$ cat src/rtl/truth_table_sequencer_if.sv
// truth_table_sequencer_if: groups the sequencer's handshake and result signals.
//   start          - single-cycle sweep request (to sequencer)
//   r_a, r_b       - results of the two implementations under comparison (to sequencer)
//   x_out          - input vector driven to both implementations (from sequencer)
//   busy, done     - sweep in progress / sweep finished (from sequencer)
//   mismatch_count - vectors where r_a != r_b (from sequencer)
//   fail_flag      - at least one mismatch seen this sweep (from sequencer)
//   first_fail_vec - x_out of the first mismatch, 0 if none (from sequencer)
//   pass           - done with zero mismatches (from sequencer)
// master: the sequencer side. slave: the side holding the implementations.
interface truth_table_sequencer_if #(
   parameter int unsigned N_IN = 2
);
   logic            start;
   logic            r_a;
   logic            r_b;
   logic [N_IN-1:0] x_out;
   logic            busy;
   logic            done;
   logic [N_IN:0]   mismatch_count;
   logic            fail_flag;
   logic [N_IN-1:0] first_fail_vec;
   logic            pass;

   modport master (
      input  start, r_a, r_b,
      output x_out, busy, done, mismatch_count, fail_flag, first_fail_vec, pass
   );

   modport slave (
      output start, r_a, r_b,
      input  x_out, busy, done, mismatch_count, fail_flag, first_fail_vec, pass
   );
endinterface

$ cat src/rtl/truth_table_sequencer.sv
// truth_table_sequencer: sweeps all 2^N_IN input vectors through two implementations of
// the same Boolean function, holds each vector SETTLE cycles, samples r_a/r_b for one
// CHECK cycle and records mismatches.
// Ports:
//   clk   - clock, rising edge
//   reset - synchronous, active-high; has priority over start
//   bus   - truth_table_sequencer_if master modport (start, r_a, r_b in; results out)
// All outputs come straight from registers.
module truth_table_sequencer #(
   parameter int unsigned N_IN   = 2,
   parameter int unsigned SETTLE = 1
) (
   input  logic                    clk,
   input  logic                    reset,
   truth_table_sequencer_if.master bus
);

   localparam int unsigned  NumVec     = 1 << N_IN;
   localparam logic [3:0]   SettleLast = 4'(SETTLE - 1);
   localparam logic [3:0]   SettleOne  = 4'd1;
   localparam logic [N_IN:0]   CntOne  = (N_IN + 1)'(1);
   localparam logic [N_IN:0]   CntMax  = (N_IN + 1)'(NumVec);
   localparam logic [N_IN-1:0] VecOne  = N_IN'(1);

   typedef enum logic [1:0] {StIdle, StSettle, StCheck, StDone} state_e;

   state_e          state_q, state_d;
   logic [3:0]      settle_cnt_q, settle_cnt_d;
   logic [N_IN-1:0] x_q, x_d;
   logic [N_IN-1:0] first_q, first_d;
   logic [N_IN:0]   cnt_q, cnt_d;
   logic            fail_q, fail_d;
   logic            busy_q, busy_d;
   logic            done_q, done_d;
   logic            pass_q, pass_d;

   always_comb begin
      state_d      = state_q;
      settle_cnt_d = settle_cnt_q;
      x_d          = x_q;
      first_d      = first_q;
      cnt_d        = cnt_q;
      fail_d       = fail_q;

      unique case (state_q)
         StIdle, StDone: begin
            if (bus.start) begin
               state_d      = StSettle;
               settle_cnt_d = '0;
               x_d          = '0;
               first_d      = '0;
               cnt_d        = '0;
               fail_d       = 1'b0;
            end
         end
         StSettle: begin
            settle_cnt_d = settle_cnt_q + SettleOne;
            if (settle_cnt_q == SettleLast) begin
               state_d = StCheck;
            end
         end
         StCheck: begin
            if (bus.r_a != bus.r_b) begin
               if (cnt_q != CntMax) begin
                  cnt_d = cnt_q + CntOne;
               end
               if (!fail_q) begin
                  fail_d  = 1'b1;
                  first_d = x_q;
               end
            end
            // The all-ones vector is the last one; x_out holds rather than wrapping.
            if (x_q == '1) begin
               state_d = StDone;
            end else begin
               x_d          = x_q + VecOne;
               settle_cnt_d = '0;
               state_d      = StSettle;
            end
         end
         default: state_d = StIdle;
      endcase

      // Status flags are computed from next state so they can be registered.
      busy_d = (state_d == StSettle) || (state_d == StCheck);
      done_d = (state_d == StDone);
      pass_d = done_d && (cnt_d == '0);
   end

   always_ff @(posedge clk) begin
      if (reset) begin
         state_q      <= StIdle;
         settle_cnt_q <= '0;
         x_q          <= '0;
         first_q      <= '0;
         cnt_q        <= '0;
         fail_q       <= 1'b0;
         busy_q       <= 1'b0;
         done_q       <= 1'b0;
         pass_q       <= 1'b0;
      end else begin
         state_q      <= state_d;
         settle_cnt_q <= settle_cnt_d;
         x_q          <= x_d;
         first_q      <= first_d;
         cnt_q        <= cnt_d;
         fail_q       <= fail_d;
         busy_q       <= busy_d;
         done_q       <= done_d;
         pass_q       <= pass_d;
      end
   end

   assign bus.x_out          = x_q;
   assign bus.busy           = busy_q;
   assign bus.done           = done_q;
   assign bus.mismatch_count = cnt_q;
   assign bus.fail_flag      = fail_q;
   assign bus.first_fail_vec = first_q;
   assign bus.pass           = pass_q;

endmodule

$ cat src/flat_wrapper.sv
// flat-port wrapper written by rule: the top's interface ports become plain ports
module truth_table_sequencer_flat 
#(
   parameter int unsigned N_IN   = 2,
   parameter int unsigned SETTLE = 1
)
  (clk, reset, bus_start, bus_r_a, bus_r_b, bus_x_out, bus_busy, bus_done, bus_mismatch_count, bus_fail_flag, bus_first_fail_vec, bus_pass);
  truth_table_sequencer_if #(.N_IN(N_IN)) bus_i ();
  input  logic clk;
  input  logic reset;
  input wire logic [$bits(bus_i.start)-1:0] bus_start;
  input wire logic [$bits(bus_i.r_a)-1:0] bus_r_a;
  input wire logic [$bits(bus_i.r_b)-1:0] bus_r_b;
  output wire logic [$bits(bus_i.x_out)-1:0] bus_x_out;
  output wire logic [$bits(bus_i.busy)-1:0] bus_busy;
  output wire logic [$bits(bus_i.done)-1:0] bus_done;
  output wire logic [$bits(bus_i.mismatch_count)-1:0] bus_mismatch_count;
  output wire logic [$bits(bus_i.fail_flag)-1:0] bus_fail_flag;
  output wire logic [$bits(bus_i.first_fail_vec)-1:0] bus_first_fail_vec;
  output wire logic [$bits(bus_i.pass)-1:0] bus_pass;
  assign bus_i.start = bus_start;
  assign bus_i.r_a = bus_r_a;
  assign bus_i.r_b = bus_r_b;
  assign bus_x_out = bus_i.x_out;
  assign bus_busy = bus_i.busy;
  assign bus_done = bus_i.done;
  assign bus_mismatch_count = bus_i.mismatch_count;
  assign bus_fail_flag = bus_i.fail_flag;
  assign bus_first_fail_vec = bus_i.first_fail_vec;
  assign bus_pass = bus_i.pass;
  truth_table_sequencer #(.N_IN(N_IN), .SETTLE(SETTLE)) u_core (.clk(clk), .reset(reset), .bus(bus_i));
endmodule
$ cat config.mk
export PLATFORM = sky130hd
export DESIGN_NAME = truth_table_sequencer_flat
export DESIGN_NICKNAME = d
export VERILOG_FILES = /design/src/rtl/truth_table_sequencer_if.sv /design/src/rtl/truth_table_sequencer.sv /design/src/flat_wrapper.sv
export SDC_FILE = /design/constraint.sdc
export NUM_CORES = 1
export LEC_CHECK = 0
export CORE_ASPECT_RATIO = 1.1
export CORE_MARGIN = 3
export CORE_UTILIZATION = 54
export CTS_CLUSTER_DIAMETER = 200
export DETAILED_ROUTE_END_ITERATION = 10
export PLACE_DENSITY = 0.82
export SYNTH_ARGS = -nofsm -noshare
export SYNTH_HDL_FRONTEND = slang
export SYNTH_SLANG_ARGS = --single-unit
$ cat constraint.sdc
create_clock -name clk -period 5.9 [get_ports clk]
set_clock_uncertainty 0.15 [all_clocks]
set_input_delay 0.59 -clock clk [delete_from_list [all_inputs] [get_ports clk]]
set_output_delay 0.59 -clock clk [all_outputs]
set_load 0.01 [all_outputs]
Word level (Yosys, flattened, before mapping)

Index checks and enable logic that the tools add are counted.

Add/subtract/negate cells: 3
Eq/ne operators: 13
Mux-type cells: 20
Reduce and logical (&&, ||, !) cells: 11

Operators with widths:

| operator                                                                | number |
|---|---|
| 2-bit 2-to-1 mux                                                        | 7 |
| 4-bit one-hot mux with 3 select lines                                   | 1 |
| 2-bit equality test, second input constant                              | 5 |
| 3-bit 2-to-1 mux                                                        | 3 |
| 4-bit 2-to-1 mux                                                        | 2 |
| 2-bit one-hot mux with 2 select lines                                   | 2 |
| 2-bit inequality test, second input constant                            | 3 |
| 2-bit one-hot mux with 3 select lines                                   | 1 |
| 3-bit one-hot mux with 2 select lines                                   | 1 |
| 3-bit AND reduction                                                     | 2 |
| 4-bit by 1-bit adder with 4-bit output, second input constant           | 1 |
| 2-bit by 1-bit equality test with 1-bit output, second input constant   | 2 |
| 4-bit zero test                                                         | 1 |
| 4-bit AND reduction                                                     | 1 |
| 3-bit by 1-bit adder with 3-bit output, second input constant           | 1 |
| 3-bit zero test                                                         | 1 |
| 3-bit inequality test, second input constant                            | 1 |
| 2-bit by 1-bit adder with 2-bit output, second input constant           | 1 |
| 2-bit zero test                                                         | 1 |
| 1-bit 2-to-1 mux                                                        | 2 |
| 2-bit by 1-bit inequality test with 1-bit output, second input constant | 1 |
| 1-bit one-hot mux with 2 select lines                                   | 1 |
| 2-bit AND reduction                                                     | 1 |
| 2-bit nonzero test                                                      | 1 |
| 4 further kinds                                                         | 4 |

Register bits after elaboration: 17
Input bits: 5
Word-level logic and storage cells: 56

Depth between registers and ports, before layout

Depth after elaboration: 6
Gate-level depth with buffers: 9

Least setup slack after synthesis

Ideal clock, no wire load.

Kind: register to register
Start point: register u_core.settle_cnt_q[0]
End point: register u_core.pass_q, in the netlist u_core.bus.pass
Data arrival time: 1.835 ns
Slack: 3.854 ns
Stages on the path, launching flop included: 10
Clock period less this slack: 2.046 ns
Cell sequence: dfxtp_1 inv_1 ha_1 or3b_2 a21oi_1 o22a_2 ha_1 nor2b_1 nand4_1 and4bb_2

Word-level cells in the longest chain between the ends: 5

Ends and longest elaborated chain:

| what                                  | line                         | source |
|---|---|---|
| from (decl)                           | truth_table_sequencer.sv:28  | `logic [3:0] settle_cnt_q, settle_cnt_d;` |
| from (signal assigned)                | truth_table_sequencer.sv:103 | `settle_cnt_q <= settle_cnt_d;` |
| 4-bit zero test                       | truth_table_sequencer.sv:58  | `if (settle_cnt_q == SettleLast) begin` |
| 2-bit 2-to-1 mux                      | truth_table_sequencer.sv:58  |  |
| 2-bit one-hot mux with 3 select lines | truth_table_sequencer.sv:45  | `unique case (state_q)` |
| via u_core.state_d[1]                 | truth_table_sequencer.sv:27  | `state_e state_q, state_d;` |
| 2-bit equality test                   | truth_table_sequencer.sv:86  | `done_d = (state_d == StDone);` |
| via u_core.done_d                     | truth_table_sequencer.sv:34  | `logic done_q, done_d;` |
| 1-bit logical AND                     | truth_table_sequencer.sv:87  | `pass_d = done_d && (cnt_d == '0);` |
| to (signal assigned)                  | truth_table_sequencer.sv:110 | `pass_q <= pass_d;` |
| to (decl)                             | truth_table_sequencer.sv:35  | `logic pass_q, pass_d;` |

The timed path passes the listed nets, and every way through them passes these cells.
A chain may end at the register's enable or synchronous reset.

Worst setup path in the final report

Start point: register u_core.state_q[0]
End point: register u_core.pass_q, in the netlist u_core.bus.pass

Word-level cells in the longest chain between the ends: 5

Ends and longest elaborated chain:

| what                                                          | line                         | source |
|---|---|---|
| from (decl)                                                   | truth_table_sequencer.sv:27  |  |
| from (signal assigned)                                        | truth_table_sequencer.sv:92  | `state_q <= StIdle;` |
| from (signal assigned)                                        | truth_table_sequencer.sv:102 | `state_q <= state_d;` |
| 2-bit equality test / 2-bit zero test (equally long branches) | truth_table_sequencer.sv:45  |  |
| 2-bit OR reduction                                            | truth_table_sequencer.sv:45  |  |
| 2-bit one-hot mux with 3 select lines *                       | truth_table_sequencer.sv:45  |  |
| via u_core.state_d[1]                                         | truth_table_sequencer.sv:27  |  |
| 2-bit equality test *                                         | truth_table_sequencer.sv:86  |  |
| via u_core.done_d                                             | truth_table_sequencer.sv:34  |  |
| 1-bit logical AND *                                           | truth_table_sequencer.sv:87  |  |

Mark *: on every way through the listed nets, which the timed path passes. The rest lies on a longest branch.

==> impl_metrics.xml <==
<?xml version="1.0" encoding="UTF-8"?>
<metrics>
  <group name="timing">
    <metric name="rsz0062_at_grt" unit="">false</metric>
    <metric name="drv_slew" unit="">0</metric>
    <metric name="whs" unit="ns">0.3400</metric>
    <metric name="tightest_pin_transition" unit="ns">0.5647</metric>
    <metric name="setup_violations" unit="">0</metric>
    <metric name="fmax" unit="GHz">0.4475</metric>
    <metric name="timing.setup.tns" unit="ns">0</metric>
    <metric name="timing_hold_violations_final" unit="">0</metric>
    <metric name="min_period_over_period" unit="%">37.88</metric>
    <metric name="timing.max_slew.rel_slack" unit="%">62.23</metric>
    <metric name="finalCriticalPeriod" unit="ns">2.235</metric>
  </group>
  <group name="placed_design">
    <metric name="placement.cell_area" unit="um^2">1040</metric>
    <metric name="hpwl" unit="um">1445</metric>
    <metric name="globalplace.congestion" unit="">0.7733</metric>
    <metric name="port_buffer_count" unit="">15</metric>
    <metric name="dp_cells" unit="">132</metric>
  </group>
  <group name="worst_hold_path">
    <metric name="worst_hold_path.endpoint" unit="">u_core.bus.first_fail_vec[1]</metric>
    <metric name="min-delay-start" unit="">u_core.bus.first_fail_vec[1]</metric>
    <metric name="whs_path_depth" unit="">2</metric>
    <metric name="timing.hold.worst.class" unit="">flop to flop</metric>
  </group>
  <group name="clock_network">
    <metric name="htree_num_levels" unit="">1</metric>
    <metric name="clk_latency" unit="ns">0.29</metric>
    <metric name="cts_tree" unit="">done</metric>
    <metric name="post_cts_resize_count" unit="">0</metric>
    <metric name="numClockSinks" unit="">17</metric>
    <metric name="cts.clk_slew.worst_paths" unit="ns">0.09</metric>
    <metric name="cts.root.buffer_cell" unit="">sky130_fd_sc_hd__clkbuf_4</metric>
    <metric name="ctsHoldBuffers" unit="">0</metric>
    <metric name="cts-root-to-sink-buffers" unit="">2</metric>
    <metric name="tritoncts.num_buffers" unit="">3</metric>
    <metric name="post_cts_buffers" unit="">0</metric>
  </group>
  <group name="drt">
    <metric name="drc_errors" unit="">0</metric>
    <metric name="drt-wirelength-per-cell" unit="um">14.01</metric>
    <metric name="via_count" unit="">814</metric>
    <metric name="vias_per_cell" unit="">5.985</metric>
    <metric name="drtIter0Drc" unit="">14</metric>
    <metric name="detail_route.wirelength" unit="um">1905</metric>
    <metric name="ant_nets" unit="">0</metric>
    <metric name="drt-pass1-iter-count" unit="">4</metric>
  </group>
  <group name="cells_and_area">
    <metric name="num-nets-final" unit="">134</metric>
    <metric name="layout.cells.most_common" unit="">sky130_fd_sc_hd__dfxtp_1</metric>
    <metric name="multiInputGateArea" unit="um^2">503.0</metric>
    <metric name="final_util" unit="%">73.32</metric>
    <metric name="fillCellCount" unit="">123</metric>
    <metric name="layout.cells.most_common_list" unit="">17 x sky130_fd_sc_hd__dfxtp_1, 15 x sky130_fd_sc_hd__clkdlybuf4s50_1, 12 x sky130_fd_sc_hd__a21oi_1, 9 x sky130_fd_sc_hd__nand2_1</metric>
    <metric name="synthToLayoutAreaGrowth" unit="%">20.51</metric>
    <metric name="design_area" unit="um^2">1066</metric>
    <metric name="drive_above_1_share" unit="%">7.500</metric>
    <metric name="regArea" unit="um^2">340.3</metric>
    <metric name="layout.cells.non_filler" unit="">136</metric>
    <metric name="insertedDiodeCount" unit="">0</metric>
  </group>
  <group name="setup_path">
    <metric name="crit-reg2reg-launch" unit="">u_core.state_q[0]</metric>
    <metric name="worstRegToRegCells" unit="">9</metric>
    <metric name="largest_driver_fanout_on_the_critical_path" unit="">14</metric>
    <metric name="criticalPathCategory" unit="">flop to flop</metric>
    <metric name="worst_path_max_delay_cell" unit="">sky130_fd_sc_hd__ha_1</metric>
    <metric name="worstSetupEndpointType" unit="">flop</metric>
    <metric name="critical_path.startpoint_type" unit="">flop</metric>
    <metric name="r2r_end" unit="">u_core.bus.pass</metric>
    <metric name="cp_slowest_stage_delay" unit="ns">0.43</metric>
    <metric name="cp_common_cell" unit="">sky130_fd_sc_hd__ha_1</metric>
    <metric name="timing.critical_path.required" unit="ns">5.99</metric>
    <metric name="worstPathArrival" unit="ns">2.33</metric>
    <metric name="worstPathCellList" unit="">inv_1 -&gt; ha_1 -&gt; nand2_1 -&gt; a21oi_1 -&gt; o22a_2 -&gt; ha_1 -&gt; nor2b_1 -&gt; nand4_1 -&gt; and4bb_2</metric>
    <metric name="rrSetupSlack" unit="ns">3.67</metric>
  </group>
  <group name="floorplanning">
    <metric name="initial_utilization" unit="%">60.84</metric>
    <metric name="i_o_pin_count" unit="">16</metric>
    <metric name="die-height" unit="um">48.45</metric>
    <metric name="num_rows" unit="">14</metric>
    <metric name="core" unit="um^2">1454</metric>
    <metric name="dieWidth" unit="um">44.59</metric>
    <metric name="floorplan.die_area" unit="um^2">2160</metric>
  </group>
  <group name="global_route">
    <metric name="groute.usage.overall" unit="%">20.74</metric>
    <metric name="number_of_antenna_violations_at_the_first_check_in_global_routing" unit="">0</metric>
    <metric name="number_of_global_route_vias_before_repair" unit="">789</metric>
    <metric name="wire_length_of_the_first_global_routing_pass" unit="um">3353</metric>
    <metric name="grt_max_degree" unit="">17</metric>
    <metric name="grt.overflow.total" unit="">0</metric>
  </group>
  <group name="synthesis">
    <metric name="yosys_register_bits" unit="">17</metric>
    <metric name="ys_async_sr_fraction" unit="%">0</metric>
    <metric name="seq_area_frac_synth" unit="%">38.47</metric>
    <metric name="synth-edff-count" unit="">0</metric>
    <metric name="netlist_instances" unit="">103</metric>
    <metric name="synth.lib_cells_used.distinct" unit="">33</metric>
    <metric name="synth_nets" unit="">116</metric>
    <metric name="synthesis.area_per_instance" unit="um^2">8.588</metric>
    <metric name="syn-cell-area" unit="um^2">884.6</metric>
    <metric name="synth_warnings" unit="">0</metric>
    <metric name="dominantRegCellSynth" unit="">sky130_fd_sc_hd__dfxtp_1</metric>
  </group>
  <group name="power">
    <metric name="power.leakage" unit="nW">0.3863</metric>
    <metric name="power.density" unit="nW/um^2">347.0</metric>
    <metric name="power.ir.vdd_worst" unit="mV">0.2332</metric>
  </group>
  <group name="run">
    <metric name="maxCapViolations" unit="">0</metric>
  </group>
  <group name="outcome">
    <metric name="run_status" unit="">finished clean</metric>
  </group>
</metrics>
-- flip-flops by register name (all words and copies together), names as in the netlist --
signal / cells
u_core.bus.done: 1
u_core.bus.mismatch_count: 3
u_core.settle_cnt_q: 4
u_core.bus.x_out: 2
u_core.bus.busy: 1
u_core.bus.pass: 1
u_core.bus.first_fail_vec: 2
u_core.state_q: 2
u_core.bus.fail_flag: 1
-- cells in the mapped netlist (all sizes together) (2+ instances only) --
cell type	n	area [um^2]
nand2	9	33.78
dfxtp	17	340.3
nor2	3	11.26
o21ai	7	35.03
a31oi	4	25.02
ha	8	100.1
inv	7	26.27
nor2b	5	31.28
a21oi	12	60.06
nand4	2	12.51
nand3	8	40.04
-- cell families after synthesis --
family	share of synthesized area, %
fa+ha+maj	11.32
buf+inv	4.667
xor+xnor	1.981
compound gates	19.10
flops	38.47
simple gates	24.47
-- per-stage QoR --
step                power (W)  worst slack, ns
CTS                 0.0003723            3.699
global route        0.0004041            3.490
detailed placement  0.0003103            3.503
global placement    0.0003049            3.561
floorplan           0.0002610            3.854
finish              0.0003699            3.665
-- power breakdown --
group          internal [W]  switching, W
Sequential         0.000133     0.0000133
Combinational     0.0000711     0.0000917
Clock             0.0000264     0.0000350
Total              0.000230      0.000140
-- critical path, delay by kind of cell, from the launching register on --
| family | cells | cell delay, ns |
|---|---|---|
| flip-flops | 1 | 0.34 |
| buffers and inverters | 1 | 0.08 |
| adder cells (fa/ha/maj) | 2 | 0.56 |
| AO/OA/AOI/OAI | 2 | 0.34 |
| AND/OR/NAND/NOR | 4 | 0.71 |
-- layout make-up --
cell class	count	share of cell area (%)
flip-flops and latches	17	31.92
well taps	16	1.878
inverters	7	2.465
repair buffers	15	14.08
clock buffers	4	2.465
multi-input cells	77	47.18
-- worst max-delay path by stage --
stage          slack (ns)              startpoint               to  cells after the start
2_1_floorplan        3.85  u_core.settle_cnt_q[0]  u_core.bus.pass                      9
3_3_place_gp         3.56               bus_start  u_core.bus.pass                      7
3_5_place_dp         3.50               bus_start  u_core.bus.pass                      7
4_1_cts              3.70  u_core.settle_cnt_q[0]  u_core.bus.pass                      9
5_1_grt              3.49       u_core.state_q[0]  u_core.bus.pass                      9
6_report             3.67       u_core.state_q[0]  u_core.bus.pass                      9
-- metal layers --
layer  global-route usage (%)  wire length [um]  vias up
met5                        0                 0        -
met4                    14.07                55        0
met3                    4.074                94        5
met2                    32.54               900       17
met1                    24.43               855      388
li1                         -                 -      404
Power figures use the tool's default switching activity.
